$ cat config.mk
export PLATFORM = sky130hd
export DESIGN_NAME = approx_mult_err_monitor
export DESIGN_NICKNAME = d
export VERILOG_FILES = /design/src/rtl/approx_mult_err_monitor.sv
export SDC_FILE = /design/constraint.sdc
export NUM_CORES = 1
export LEC_CHECK = 0
export BUFFER_PORTS_ARGS = -buffer_cell sky130_fd_sc_hd__buf_4
export CAP_MARGIN = 10
export CORE_MARGIN = 4
export CORE_UTILIZATION = 41
export CTS_BUF_LIST = sky130_fd_sc_hd__clkbuf_16
export DETAILED_ROUTE_END_ITERATION = 7
export HOLD_SLACK_MARGIN = 0.05
export PLACE_DENSITY = 0.69
export RECOVER_POWER = 50
export SYNTH_ARGS = -nofsm -noshare
export SYNTH_HDL_FRONTEND = slang
export SYNTH_SLANG_ARGS = --single-unit
export TNS_END_PERCENT = 30
$ cat constraint.sdc
create_clock -name clk -period 4.92 [get_ports clk]
set_input_delay 0.246 -clock clk [delete_from_list [all_inputs] [get_ports clk]]
set_output_delay 0.246 -clock clk [all_outputs]
set_load 0.005 [all_outputs]
$ cat src/rtl/approx_mult_err_monitor.sv
// Accuracy monitor for approximate multipliers: recomputes a*b, and accumulates error count,
// ED sum (saturating) and max ED with its operands over a run of num_samples samples.
module approx_mult_err_monitor #(
   parameter int unsigned WIDTH = 8,
   parameter int unsigned CNT_W = 17,
   parameter int unsigned ACC_W = 32
) (
   input  logic                 clk,
   input  logic                 rst_n,
   input  logic                 start,
   input  logic [CNT_W-1:0]     num_samples,
   input  logic                 in_valid,
   output logic                 in_ready,
   input  logic [WIDTH-1:0]     in_a,
   input  logic [WIDTH-1:0]     in_b,
   input  logic [2*WIDTH-1:0]   in_r,
   output logic                 res_valid,
   input  logic                 res_ready,
   output logic [CNT_W-1:0]     res_count,
   output logic [CNT_W-1:0]     res_err_cnt,
   output logic [ACC_W-1:0]     res_sum_ed,
   output logic [2*WIDTH-1:0]   res_max_ed,
   output logic [WIDTH-1:0]     res_max_a,
   output logic [WIDTH-1:0]     res_max_b,
   output logic                 busy,
   output logic                 ovf
);

   localparam int unsigned PW = 2 * WIDTH;

   typedef enum logic [1:0] {StIdle, StRun, StDrain, StDone} state_e;

   state_e             state_q;
   logic [CNT_W-1:0]   nsamp_q;
   logic [CNT_W-1:0]   accepted_q;
   logic               drain_q;

   logic               s1_valid_q;
   logic [WIDTH-1:0]   s1_a_q;
   logic [WIDTH-1:0]   s1_b_q;
   logic [PW-1:0]      s1_r_q;

   logic               s2_valid_q;
   logic [PW-1:0]      s2_ed_q;
   logic [WIDTH-1:0]   s2_a_q;
   logic [WIDTH-1:0]   s2_b_q;

   logic               accept;
   logic [PW-1:0]      exact;
   logic [PW:0]        diff;
   logic [PW:0]        ndiff;
   logic [PW-1:0]      ed;
   logic [ACC_W:0]     sum_ext;

   assign in_ready  = (state_q == StRun) && (accepted_q < nsamp_q);
   assign accept    = in_valid & in_ready;
   assign res_valid = (state_q == StDone);
   assign busy      = (state_q != StIdle);

   // Difference is taken one bit wider so r > a*b yields a correct magnitude.
   always_comb begin
      exact   = PW'(s1_a_q) * PW'(s1_b_q);
      diff    = {1'b0, exact} - {1'b0, s1_r_q};
      ndiff   = -diff;
      ed      = diff[PW] ? ndiff[PW-1:0] : diff[PW-1:0];
      sum_ext = {1'b0, res_sum_ed} + (ACC_W+1)'(s2_ed_q);
   end

   always_ff @(posedge clk or negedge rst_n) begin
      if (!rst_n) begin
         state_q     <= StIdle;
         nsamp_q     <= '0;
         accepted_q  <= '0;
         drain_q     <= 1'b0;
         s1_valid_q  <= 1'b0;
         s1_a_q      <= '0;
         s1_b_q      <= '0;
         s1_r_q      <= '0;
         s2_valid_q  <= 1'b0;
         s2_ed_q     <= '0;
         s2_a_q      <= '0;
         s2_b_q      <= '0;
         res_count   <= '0;
         res_err_cnt <= '0;
         res_sum_ed  <= '0;
         res_max_ed  <= '0;
         res_max_a   <= '0;
         res_max_b   <= '0;
         ovf         <= 1'b0;
      end else begin
         s1_valid_q <= accept;
         if (accept) begin
            s1_a_q <= in_a;
            s1_b_q <= in_b;
            s1_r_q <= in_r;
         end
         s2_valid_q <= s1_valid_q;
         if (s1_valid_q) begin
            s2_ed_q <= ed;
            s2_a_q  <= s1_a_q;
            s2_b_q  <= s1_b_q;
         end
         if (s2_valid_q) begin
            res_count <= res_count + 1'b1;
            if (s2_ed_q != '0) res_err_cnt <= res_err_cnt + 1'b1;
            if (sum_ext[ACC_W]) begin
               res_sum_ed <= '1;
               ovf        <= 1'b1;
            end else begin
               res_sum_ed <= sum_ext[ACC_W-1:0];
            end
            // Strict compare: ties keep the first sample, ED=0 never updates.
            if (s2_ed_q > res_max_ed) begin
               res_max_ed <= s2_ed_q;
               res_max_a  <= s2_a_q;
               res_max_b  <= s2_b_q;
            end
         end

         unique case (state_q)
            StIdle: begin
               if (start) begin
                  nsamp_q     <= num_samples;
                  accepted_q  <= '0;
                  res_count   <= '0;
                  res_err_cnt <= '0;
                  res_sum_ed  <= '0;
                  res_max_ed  <= '0;
                  res_max_a   <= '0;
                  res_max_b   <= '0;
                  ovf         <= 1'b0;
                  state_q     <= (num_samples == '0) ? StDone : StRun;
               end
            end
            StRun: begin
               if (accept) begin
                  accepted_q <= accepted_q + 1'b1;
                  if (accepted_q + 1'b1 == nsamp_q) begin
                     state_q <= StDrain;
                     drain_q <= 1'b0;
                  end
               end
            end
            StDrain: begin
               drain_q <= 1'b1;
               if (drain_q) state_q <= StDone;
            end
            StDone: begin
               if (res_ready) state_q <= StIdle;
            end
         endcase
      end
   end

endmodule

==> results.toml, run 1 <==
[status]
status = "complete, but fails checks"
failed_checks = "setup timing"

[clock_tree]
clock_latency_ns = 0.55
cts_tree = "yes"
clkSlewWorstSetupHoldPaths_ns = 0.06
cts.sinks = 202
cts-htree-levels = 1
cts_root_buf = "clkbuf_16"
cts_buffers = 25
cts_buffer_depth = 3

[worst_setup_path]
r2r_start = "s1_b_q[5]$_DFFE_PN0P_"
reg2reg_slack_ns = -0.06
cp-start-kind = "flip-flop"
cp.required_ns = 5.32
crit_type = "flip-flop to flip-flop"
end_kind = "flip-flop"
reg2reg_to = "s2_ed_q[14]$_DFFE_PN0P_"
arrival_ns = 5.38
crit_fanout = 8
worstRegToRegCells = 17

[timing]
tightest_slew_ns = 1.01
setup_viol_count_final = 5
max_freq_mhz = 201
hold_viol = 0
fin_worst_skew_ns = 0.0330
fin_crit_sh_pct = 101
setup_ws_ns = -0.0576
rsz0062_at_grt = "true"
relSlewSlack_pct = 32.3
period_needed_ns = 4.98
slew_violations = 0
tns_ns = -0.135

[die]
core_area_um2 = 33400
die_area_um2 = 36800
die_h_um = 192
fp.dieW_um = 192
start_util_pct = 41.4
placementRows = 67
pin_count = 156

[final_layout]
nNetsFinal = 1974
antenna_cells = 0
drive_gt1_share_pct = 21.5
area_growth_pct = 27.6
stdcell_count = 2236
nFillCells = 2999

[route]
ant_nets = 0
dr.pass1.iters = 5
wl_met3_um = 1770
met1_length_um = 15800
viasPerCell = 5.22
via_count = 11680
drc_errors = 0
drtIter0Drc = 655
top_layer = "met4"
met2_length_um = 17300
wl_per_cell_um = 16.1
drt_wl_total_um = 36000

[yosys]
yosysTopAreaCellShare_pct = 36.5
synth_warnings = 0
synth_top_cells_by_area = "dfrtp_1, ha_1, fa_1"
avgSynthCellArea_um2 = 9.09
ys_top_cells_by_count = "dfrtp_1, nand2_1, inv_1"
synth_ff_type = "dfrtp_1"
synth_area_um2 = 13800
synth_nets = 1727
synth_seq_cells = 202
synth_seq_area_share_pct = 36.5
yosys.area.top_type = "dfrtp_1"
netlist_instances = 1523
synth.most_common_cell = "dfrtp_1"
synth_edf_count = 0
synthArstFlopShare_pct = 100
synth_cell_types = 67

[min_path]
hp-start = "start"
hold_path_depth = 4
hold_end = "accepted_q[0]$_DFFE_PN0P_"
worstHoldPathType = "primary input to flip-flop"

[job]
max_cap_viol_count = 0

[placement]
place_hpwl_um = 25900
dp.cells = 2126
gp_congestion = 0.897
io_buffers = 155

[global_routing]
grt_max_degree = 111
antenna_found_initial = 0
grt_pass1_wl_um = 58500
grt_pass1_vias = 11799
track_usage_pct = 19.2
grt_remaining_overflow = 0
layout make-up:
type | count | area [um2] | share of cell area (%)
well taps | 448 | 561 | 3.17
clock inverters | 20 | 140 | 0.793
flip-flops and latches | 202 | 5060 | 28.7
clock buffers | 25 | 626 | 3.54
multi-input cells | 1101 | 8340 | 47.2
inverters | 146 | 548 | 3.10
repair buffers | 294 | 2380 | 13.5
worst max-delay path, cell delays in order (launching register included):
cell	delay (ns)
dfrtp_1	0.43
buf_4	0.17
and2_1	0.16
fa_1	0.47
fa_2	0.49
fa_1	0.54
inv_1	0.05
fa_1	0.52
inv_1	0.04
ha_2	0.19
or4_4	0.54
o21ai_4	0.17
mux2i_1	0.21
nand4_1	0.20
buf_6	0.22
a21oi_4	0.12
xnor2_1	0.07
mux2_4	0.26
stage by stage:
step                      hold WS (ns)  utilization, %  setup slack, ns  area, um2
after floorplan                -0.0496               -          -0.0482      14000
after global placement           0.428            47.7          -0.0754      16000
after detailed placement         0.432            47.7           -0.181      16000
after CTS                        0.114            52.0          -0.0814      17400
after global routing             0.192            52.8           -0.229      17700
final                            0.141            52.8          -0.0576      17700
layer usage:
metal	GRT usage, %	vias up
met2	33.1	312
met4	5.52	0
li1	-	5666
met1	25.4	5637
met5	0	-
met3	2.36	65
how the worst max path moves through the flow:
stage	start	to	slack, ns
after global placement	s1_a_q[3]$_DFFE_PN0P_	s2_ed_q[14]$_DFFE_PN0P_	-0.08
after CTS	s1_b_q[5]$_DFFE_PN0P_	s2_ed_q[15]$_DFFE_PN0P_	-0.08
after detailed placement	s1_b_q[5]$_DFFE_PN0P_	s2_ed_q[14]$_DFFE_PN0P_	-0.18
final	s1_b_q[5]$_DFFE_PN0P_	s2_ed_q[14]$_DFFE_PN0P_	-0.06
after floorplan	s1_a_q[7]$_DFFE_PN0P_	s2_ed_q[15]$_DFFE_PN0P_	-0.05
after global routing	s1_a_q[4]$_DFFE_PN0P_	s2_ed_q[15]$_DFFE_PN0P_	-0.23
cells by family (layout without fill, tap and decap cells):
group           after synthesis  count (layout)  synth area share [%]
flops                       202             202                  36.5
mux                          63              63                  4.77
simple gates                520             520                  18.1
fa+ha+maj                   150             150                  16.3
compound gates              271             271                  12.0
xor+xnor                     97              97                  6.14
buf+inv                     220             485                  6.14
cells in the final DEF (no fill, tap or decap), drive strengths merged, types with 4 or more instances in the layout:
| master | synthesis | routed |
|---|---|---|
| and3 | 25 | 25 |
| buf | 18 | 243 |
| nor2b | 15 | 15 |
| clkinv | 1 | 10 |
| and4 | 6 | 6 |
| dfrtp | 202 | 202 |
| mux2i | 42 | 42 |
| mux2 | 21 | 21 |
| nor3 | 27 | 27 |
| o21a | 18 | 18 |
| a31oi | 13 | 13 |
| nor4 | 15 | 15 |
| fa | 51 | 51 |
| and2 | 44 | 44 |
| a21oi | 80 | 80 |
| clkbuf | 56 | 26 |
| a21o | 17 | 17 |
| nand4 | 25 | 25 |
| inv | 145 | 153 |
| nand3 | 40 | 40 |
| nand2 | 169 | 169 |
| dlygate4sd3 | 0 | 50 |
| a211oi | 7 | 7 |
| xnor2 | 47 | 47 |
| o21ai | 83 | 83 |
| o22ai | 4 | 4 |
| o311ai | 5 | 5 |
| xor2 | 50 | 50 |
| or3 | 11 | 11 |
| a211o | 5 | 5 |
| nor2 | 121 | 121 |
| ha | 99 | 99 |
| o2111ai | 4 | 4 |
| or4 | 7 | 7 |
| o211ai | 11 | 11 |
| nand2b | 5 | 5 |
registers in the layout, indices dropped and copies added (netlist names):
signal / count
accepted_q: 17
drain_q: 1
nsamp_q: 17
ovf: 1
res_count: 17
res_err_cnt: 17
res_max_a: 8
res_max_b: 8
res_max_ed: 16
res_sum_ed: 32
s1_a_q: 8
s1_b_q: 8
s1_r_q: 16
s1_valid_q: 1
s2_a_q: 8
s2_b_q: 8
s2_ed_q: 16
s2_valid_q: 1
state_q: 2
what timing repair did:
action,in CTS,in global routing
hold buffers,50,0
pin swaps,15,34
gates cloned,1,0
buffers inserted,9,5
hold endpoints to repair,157,0
resized for setup,18,58
setup endpoints to repair,10,15
Power of run 1 is not shown: default switching activity piles up to over one toggle a cycle in this logic, so the estimate is an artifact.
==> run 2: changes to the inputs <==
--- a/config.mk
+++ b/config.mk
@@ -12,7 +12,7 @@
 export CTS_BUF_LIST = sky130_fd_sc_hd__clkbuf_16
 export DETAILED_ROUTE_END_ITERATION = 7
 export HOLD_SLACK_MARGIN = 0.05
-export PLACE_DENSITY = 0.69
+export PLACE_DENSITY_LB_ADDON = 0.1
 export RECOVER_POWER = 50
 export SYNTH_ARGS = -nofsm -noshare
 export SYNTH_HDL_FRONTEND = slang
==> run 2 against run 1 <==
The flow finishes with violations (capacitance limit, slew limit, setup timing). Cell count shrank 0.13%. First-iteration DRC count fell by 9.6%. Cell area fell by 0.96%. Largest cell class unchanged. Core utilization shrank 0.50 points. Register-to-register slack lost 0.06 ns.
==> results.toml, run 2 (synthesized netlist as in run 1, its figures left out) <==
[timing]
fin_crit_sh_pct = 102
relSlewSlack_pct = -157
hold_viol = 0
fin_worst_skew_ns = 0.0152
slew_violations = 80
period_needed_ns = 5.04
setup_ws_ns = -0.117
max_freq_mhz = 199
setup_viol_count_final = 11
tightest_slew_ns = 3.86
whs_ns = 0.165
rsz0062_at_grt = "true"

[global_routing]
grt_pass1_wl_um = 60000
antenna_found_initial = 0
grt_max_degree = 124
track_usage_pct = 19.9
grt_pass1_vias = 11487
grt_remaining_overflow = 0

[clock_tree]
clock_latency_ns = 0.54
cts_tree = "yes"
cts.sinks = 202
cts_root_buf = "clkbuf_16"
cts_buffer_depth = 3
cts_buffers = 26
cts-htree-levels = 1
clkSlewWorstSetupHoldPaths_ns = 0.06

[final_layout]
largest_reg_flops = 32
largest-register = "res_sum_ed"
nNetsFinal = 1969
multiInputGateArea_um2 = 8260
drive_gt1_share_pct = 19.1
antenna_cells = 0
mostFrequentLayoutCells = "dfrtp_1, nand2_1, inv_1, buf_4, nor2_1"
area_growth_pct = 26.4
nFillCells = 3112
layout_commonest_cell = "dfrtp_1"
regArea_um2 = 5070

[route]
drt_wl_total_um = 36500
via_count = 11434
viasPerCell = 5.12
wl_per_cell_um = 16.3
drtIter0Drc = 592
dr.pass1.iters = 5
drc_errors = 0
ant_nets = 0

[worst_setup_path]
path_common_cell = "fa_1"
crit_family = "adder cells"
worstRegToRegCells = 21
cp-start-kind = "flip-flop"
end_kind = "flip-flop"
cp.required_ns = 5.34
crit_path_top_delay_cell = "fa_2"
cp-startpoint = "s1_a_q[4]$_DFFE_PN0P_"
crit_chain = "buf_6, and2_4, fa_1, inv_1, fa_1, inv_1, fa_1, inv_2, fa_2, inv_2, ha_4, a21oi_4, nor2b_2, or4_4, o21ai_4, mux2i_1, nand4_1, buf_6, nor2_4, xnor2_1, mux2_2"
crit_type = "flip-flop to flip-flop"
max_stage_delay_ns = 0.52
critPathBufInv = 6
crit_fanout = 7
arrival_ns = 5.46
r2r_start = "s1_a_q[4]$_DFFE_PN0P_"
cp.depth = 21

[min_path]
worstHoldPathType = "primary input to flip-flop"
hp-start = "start"
hold_path_depth = 4

[die]
fp.dieW_um = 192
die_h_um = 192
start_util_pct = 41.4
core_area_um2 = 33400
placementRows = 67
die_area_um2 = 36800
pin_count = 156

[status]
status = "complete, but fails checks"
failed_checks = "capacitance limit, slew limit, setup timing"

[placement]
place_hpwl_um = 26800
gp_congestion = 0.839
post-place-ws_ns = -0.170
io_buffers = 155

[job]
max_cap_viol_count = 1
run 2: per-layer routing:
layer	part of all wire (%)	up-vias	track usage, %
met3	3.7	42	2.42
met4	2.0	0	4.36
met1	46	5544	27.5
met2	48	191	33.8
met5	0	-	0
li1	-	5657	-
run 2: area by class of cell:
cell class	instances	share of cell area (%)
clock buffer	27	3.86
tap	448	3.20
multi-input combinational	1101	47.2
clock inverter	21	0.694
sequential	202	29.0
timing repair buffer	288	12.9
inverter	146	3.13
run 2: timing repair:
| item | 4_1_cts | 5_1_grt |
|---|---|---|
| setup endpoints to repair | 15 | 15 |
| hold buffers | 50 | 0 |
| gates resized for setup | 44 | 24 |
| pin swaps | 13 | 26 |
| cloned | 1 | 0 |
| endpoints found under the hold margin | 128 | 0 |
| setup buffers | 5 | 4 |
run 2: metrics by stage:
step	std cells	instance area, um2	util [%]	setup TNS [ns]
floorplan	1523	14000	-	-0.336
global route	2233	17500	52.3	-3.93
global placement	2125	16000	47.7	-0.782
detailed placement	2125	16000	47.7	-1.68
CTS	2229	17400	52.2	-0.668
finish	2233	17500	52.3	-0.749
run 2: worst paths after layout:
| check | end | slack (ns) |
|---|---|---|
| setup / recovery | s2_ed_q[10]$_DFFE_PN0P_ | -0.12 |
| hold reg to reg | nsamp_q[0]$_DFFE_PN0P_ | 0.49 |
| hold / removal | accepted_q[0]$_DFFE_PN0P_ | 0.17 |
| max in group asynchronous | res_count[0]$_DFF_PN0_ | 0.92 |
| min in group asynchronous | nsamp_q[12]$_DFFE_PN0P_ | 1.80 |
| setup reg to reg | s2_ed_q[10]$_DFFE_PN0P_ | -0.12 |
run 2: worst register-to-register path, cell delays in order (launching register included):
cell     delay (ns)
dfrtp_2        0.45
buf_6          0.14
and2_4         0.14
fa_1           0.47
inv_1          0.05
fa_1           0.47
inv_1          0.05
fa_1           0.49
inv_2          0.04
fa_2           0.52
inv_2          0.04
ha_4           0.16
a21oi_4        0.13
nor2b_2        0.05
or4_4          0.43
o21ai_4        0.17
mux2i_1        0.20
nand4_1        0.25
buf_6          0.24
nor2_4         0.11
xnor2_1        0.06
mux2_2         0.26
Power of run 2 is left out for the same reason.
==> run 3: changes to the inputs <==
--- a/config.mk
+++ b/config.mk
@@ -14,6 +14,7 @@
 export HOLD_SLACK_MARGIN = 0.05
 export PLACE_DENSITY_LB_ADDON = 0.1
 export RECOVER_POWER = 50
+export SLEW_MARGIN = 20
 export SYNTH_ARGS = -nofsm -noshare
 export SYNTH_HDL_FRONTEND = slang
 export SYNTH_SLANG_ARGS = --single-unit
==> constraint.sdc (replaced) <==
create_clock -name clk -period 4.92 [get_ports clk]
set_input_delay 1.23 -clock clk [delete_from_list [all_inputs] [get_ports clk]]
set_output_delay 1.23 -clock clk [all_outputs]
set_load 0.005 [all_outputs]
==> run 3 against run 2 <==
Register-to-register slack better by 0.05 ns. Wire length down 0.83%. Fmax up 1.0%. Non-clock buffer count down 48. Core utilization down 1.7 points. Clock-buffer cell count down 2. The flow still finishes with violations (capacitance limit, slew limit, setup timing). Die area unchanged. Cell count down 2.6%. First-iteration DRC count down 22%. Sequential cell count unchanged. Critical path type unchanged. Largest cell class unchanged.
==> results.toml, run 3 (synthesized netlist as in run 1, its figures left out) <==
[clock_tree]
clkSlewWorstSetupHoldPaths_ns = 0.06
cts_tree = "yes"
ctsHoldBuffers = 0
cts_buffers = 24
cts.sinks = 202
cts_buffer_depth = 3
clock_latency_ns = 0.52
cts_root_buf = "clkbuf_16"
cts-htree-levels = 1

[die]
start_util_pct = 41.4
die_h_um = 192
pin_count = 156
die_area_um2 = 36800
placementRows = 67
core_area_um2 = 33400
fp.dieW_um = 192

[status]
failed_checks = "capacitance limit, slew limit, setup timing"
status = "complete, but fails checks"

[job]
max_cap_viol_count = 1

[worst_setup_path]
crit_chain = "buf_4, buf_6, nand2_1, fa_1, inv_1, fa_1, fa_1, inv_1, fa_1, inv_2, ha_4, or2_2, o211ai_1, mux2_4, a2111oi_4, and3_4, a21oi_1, xnor2_1, mux2_2"
crit_fanout = 5
reg2reg_to = "s2_ed_q[14]$_DFFE_PN0P_"
worstRegToRegCells = 19
max_stage_delay_ns = 0.50
cp.required_ns = 5.33
arrival_ns = 5.39
cp-startpoint = "s1_a_q[4]$_DFFE_PN0P_"
end_kind = "flip-flop"
crit_type = "flip-flop to flip-flop"
crit_path_top_delay_cell = "fa_1"
r2r_start = "s1_a_q[4]$_DFFE_PN0P_"
path_common_cell = "fa_1"
reg2reg_slack_ns = -0.07
cp-start-kind = "flip-flop"

[final_layout]
multiInputGateArea_um2 = 8230
nFillCells = 3181
largest-register = "res_sum_ed"
nNetsFinal = 1919
drive_gt1_share_pct = 20.5
regArea_um2 = 5070
mostFrequentLayoutCells = "buf_4, dfrtp_1, nand2_1, inv_1, nor2_1"
largest_reg_flops = 32
antenna_cells = 0
area_growth_pct = 22.3
layout_commonest_cell = "buf_4"

[timing]
fin_worst_skew_ns = 0.00912
tightest_slew_ns = 3.17
hold_viol = 0
tns_ns = -0.259
fin_crit_sh_pct = 101
relSlewSlack_pct = -112
slew_violations = 56
max_freq_mhz = 201
setup_viol_count_final = 8
rsz0062_at_grt = "true"
setup_ws_ns = -0.0656
period_needed_ns = 4.99

[min_path]
worstHoldPathType = "flip-flop to flip-flop"
hold_end = "ovf$_DFF_PN0_"
hold_path_depth = 2
hp-start = "ovf$_DFF_PN0_"

[route]
dr.pass1.iters = 4
wl_per_cell_um = 16.6
via_count = 11281
drt_wl_total_um = 36200
drc_errors = 0
ant_nets = 0
drtIter0Drc = 462
viasPerCell = 5.19

[global_routing]
grt_max_degree = 72
antenna_found_initial = 0
grt_pass1_wl_um = 59600
grt_remaining_overflow = 0
track_usage_pct = 19.8
grt_pass1_vias = 11413

[placement]
io_buffers = 155
place_hpwl_um = 26800
gp_congestion = 0.823
run 3: cell types whose count changed in the layout (fill, tap and decap cells not counted), moves of 3 or more:
cell           delta
a21oi_1           +3
inv_1             -6
and2_4            -3
clkbuf_4         -58
clkbuf_1         -18
dlygate4sd3_1    -50
buf_4            +78
a21oi_2           -3
run 3: worst max path at each step:
stage	endpoint	slack (ns)
4_1_cts	s2_ed_q[10]$_DFFE_PN0P_	-0.03
3_5_place_dp	s2_ed_q[14]$_DFFE_PN0P_	-0.12
6_report	s2_ed_q[14]$_DFFE_PN0P_	-0.07
2_1_floorplan	s2_ed_q[15]$_DFFE_PN0P_	-0.05
5_1_grt	s2_ed_q[14]$_DFFE_PN0P_	-0.30
3_3_place_gp	s2_ed_q[10]$_DFFE_PN0P_	-0.11
run 3: per-layer routing:
metal / vias to the layer above / GRT usage, % / wire length, um
met1: 5480 / 27.0 / 16600
met3: 49 / 2.89 / 1540
li1: 5548 / - / -
met5: - / 0 / 0
met2: 204 / 33.6 / 17300
met4: 0 / 4.31 / 686
run 3: area by class of cell:
type	count	area share (%)
repair buffers	240	10.7
flip-flops and latches	202	29.9
inverters	146	3.24
multi-input cells	1101	48.6
clock inverters	12	0.458
well taps	448	3.31
clock buffers	25	3.70
run 3: timing repair:
| item | in CTS | in global routing |
|---|---|---|
| buffers inserted | 5 | 7 |
| pin swaps | 22 | 13 |
| resized for setup | 35 | 25 |
| setup endpoints to repair | 14 | 15 |
| cloned | 1 | 0 |
run 3: critical path: cells and delay by family, from the launching register on:
family,cells,cell delay [ns]
AOI/OAI and AO/OA,3,0.67
muxes,2,0.61
and+or+nand+nor,3,0.62
adders and majority gates,5,2.08
xor gates and xnor gates,1,0.13
DFF,1,0.41
buffers and inverters,5,0.36
run 3: metrics by stage:
stage	worst slack, ns	area [um2]	std cells	util, %	hold slack (ns)
floorplan	-0.0482	14000	1523	-	0.352
global placement	-0.108	16000	2124	47.7	0.490
detailed placement	-0.119	16000	2124	47.7	0.490
CTS	-0.0261	16800	2167	50.3	0.509
global route	-0.302	16900	2174	50.6	0.529
finish	-0.0656	16900	2174	50.6	0.510
Power of run 3 is left out for the same reason.
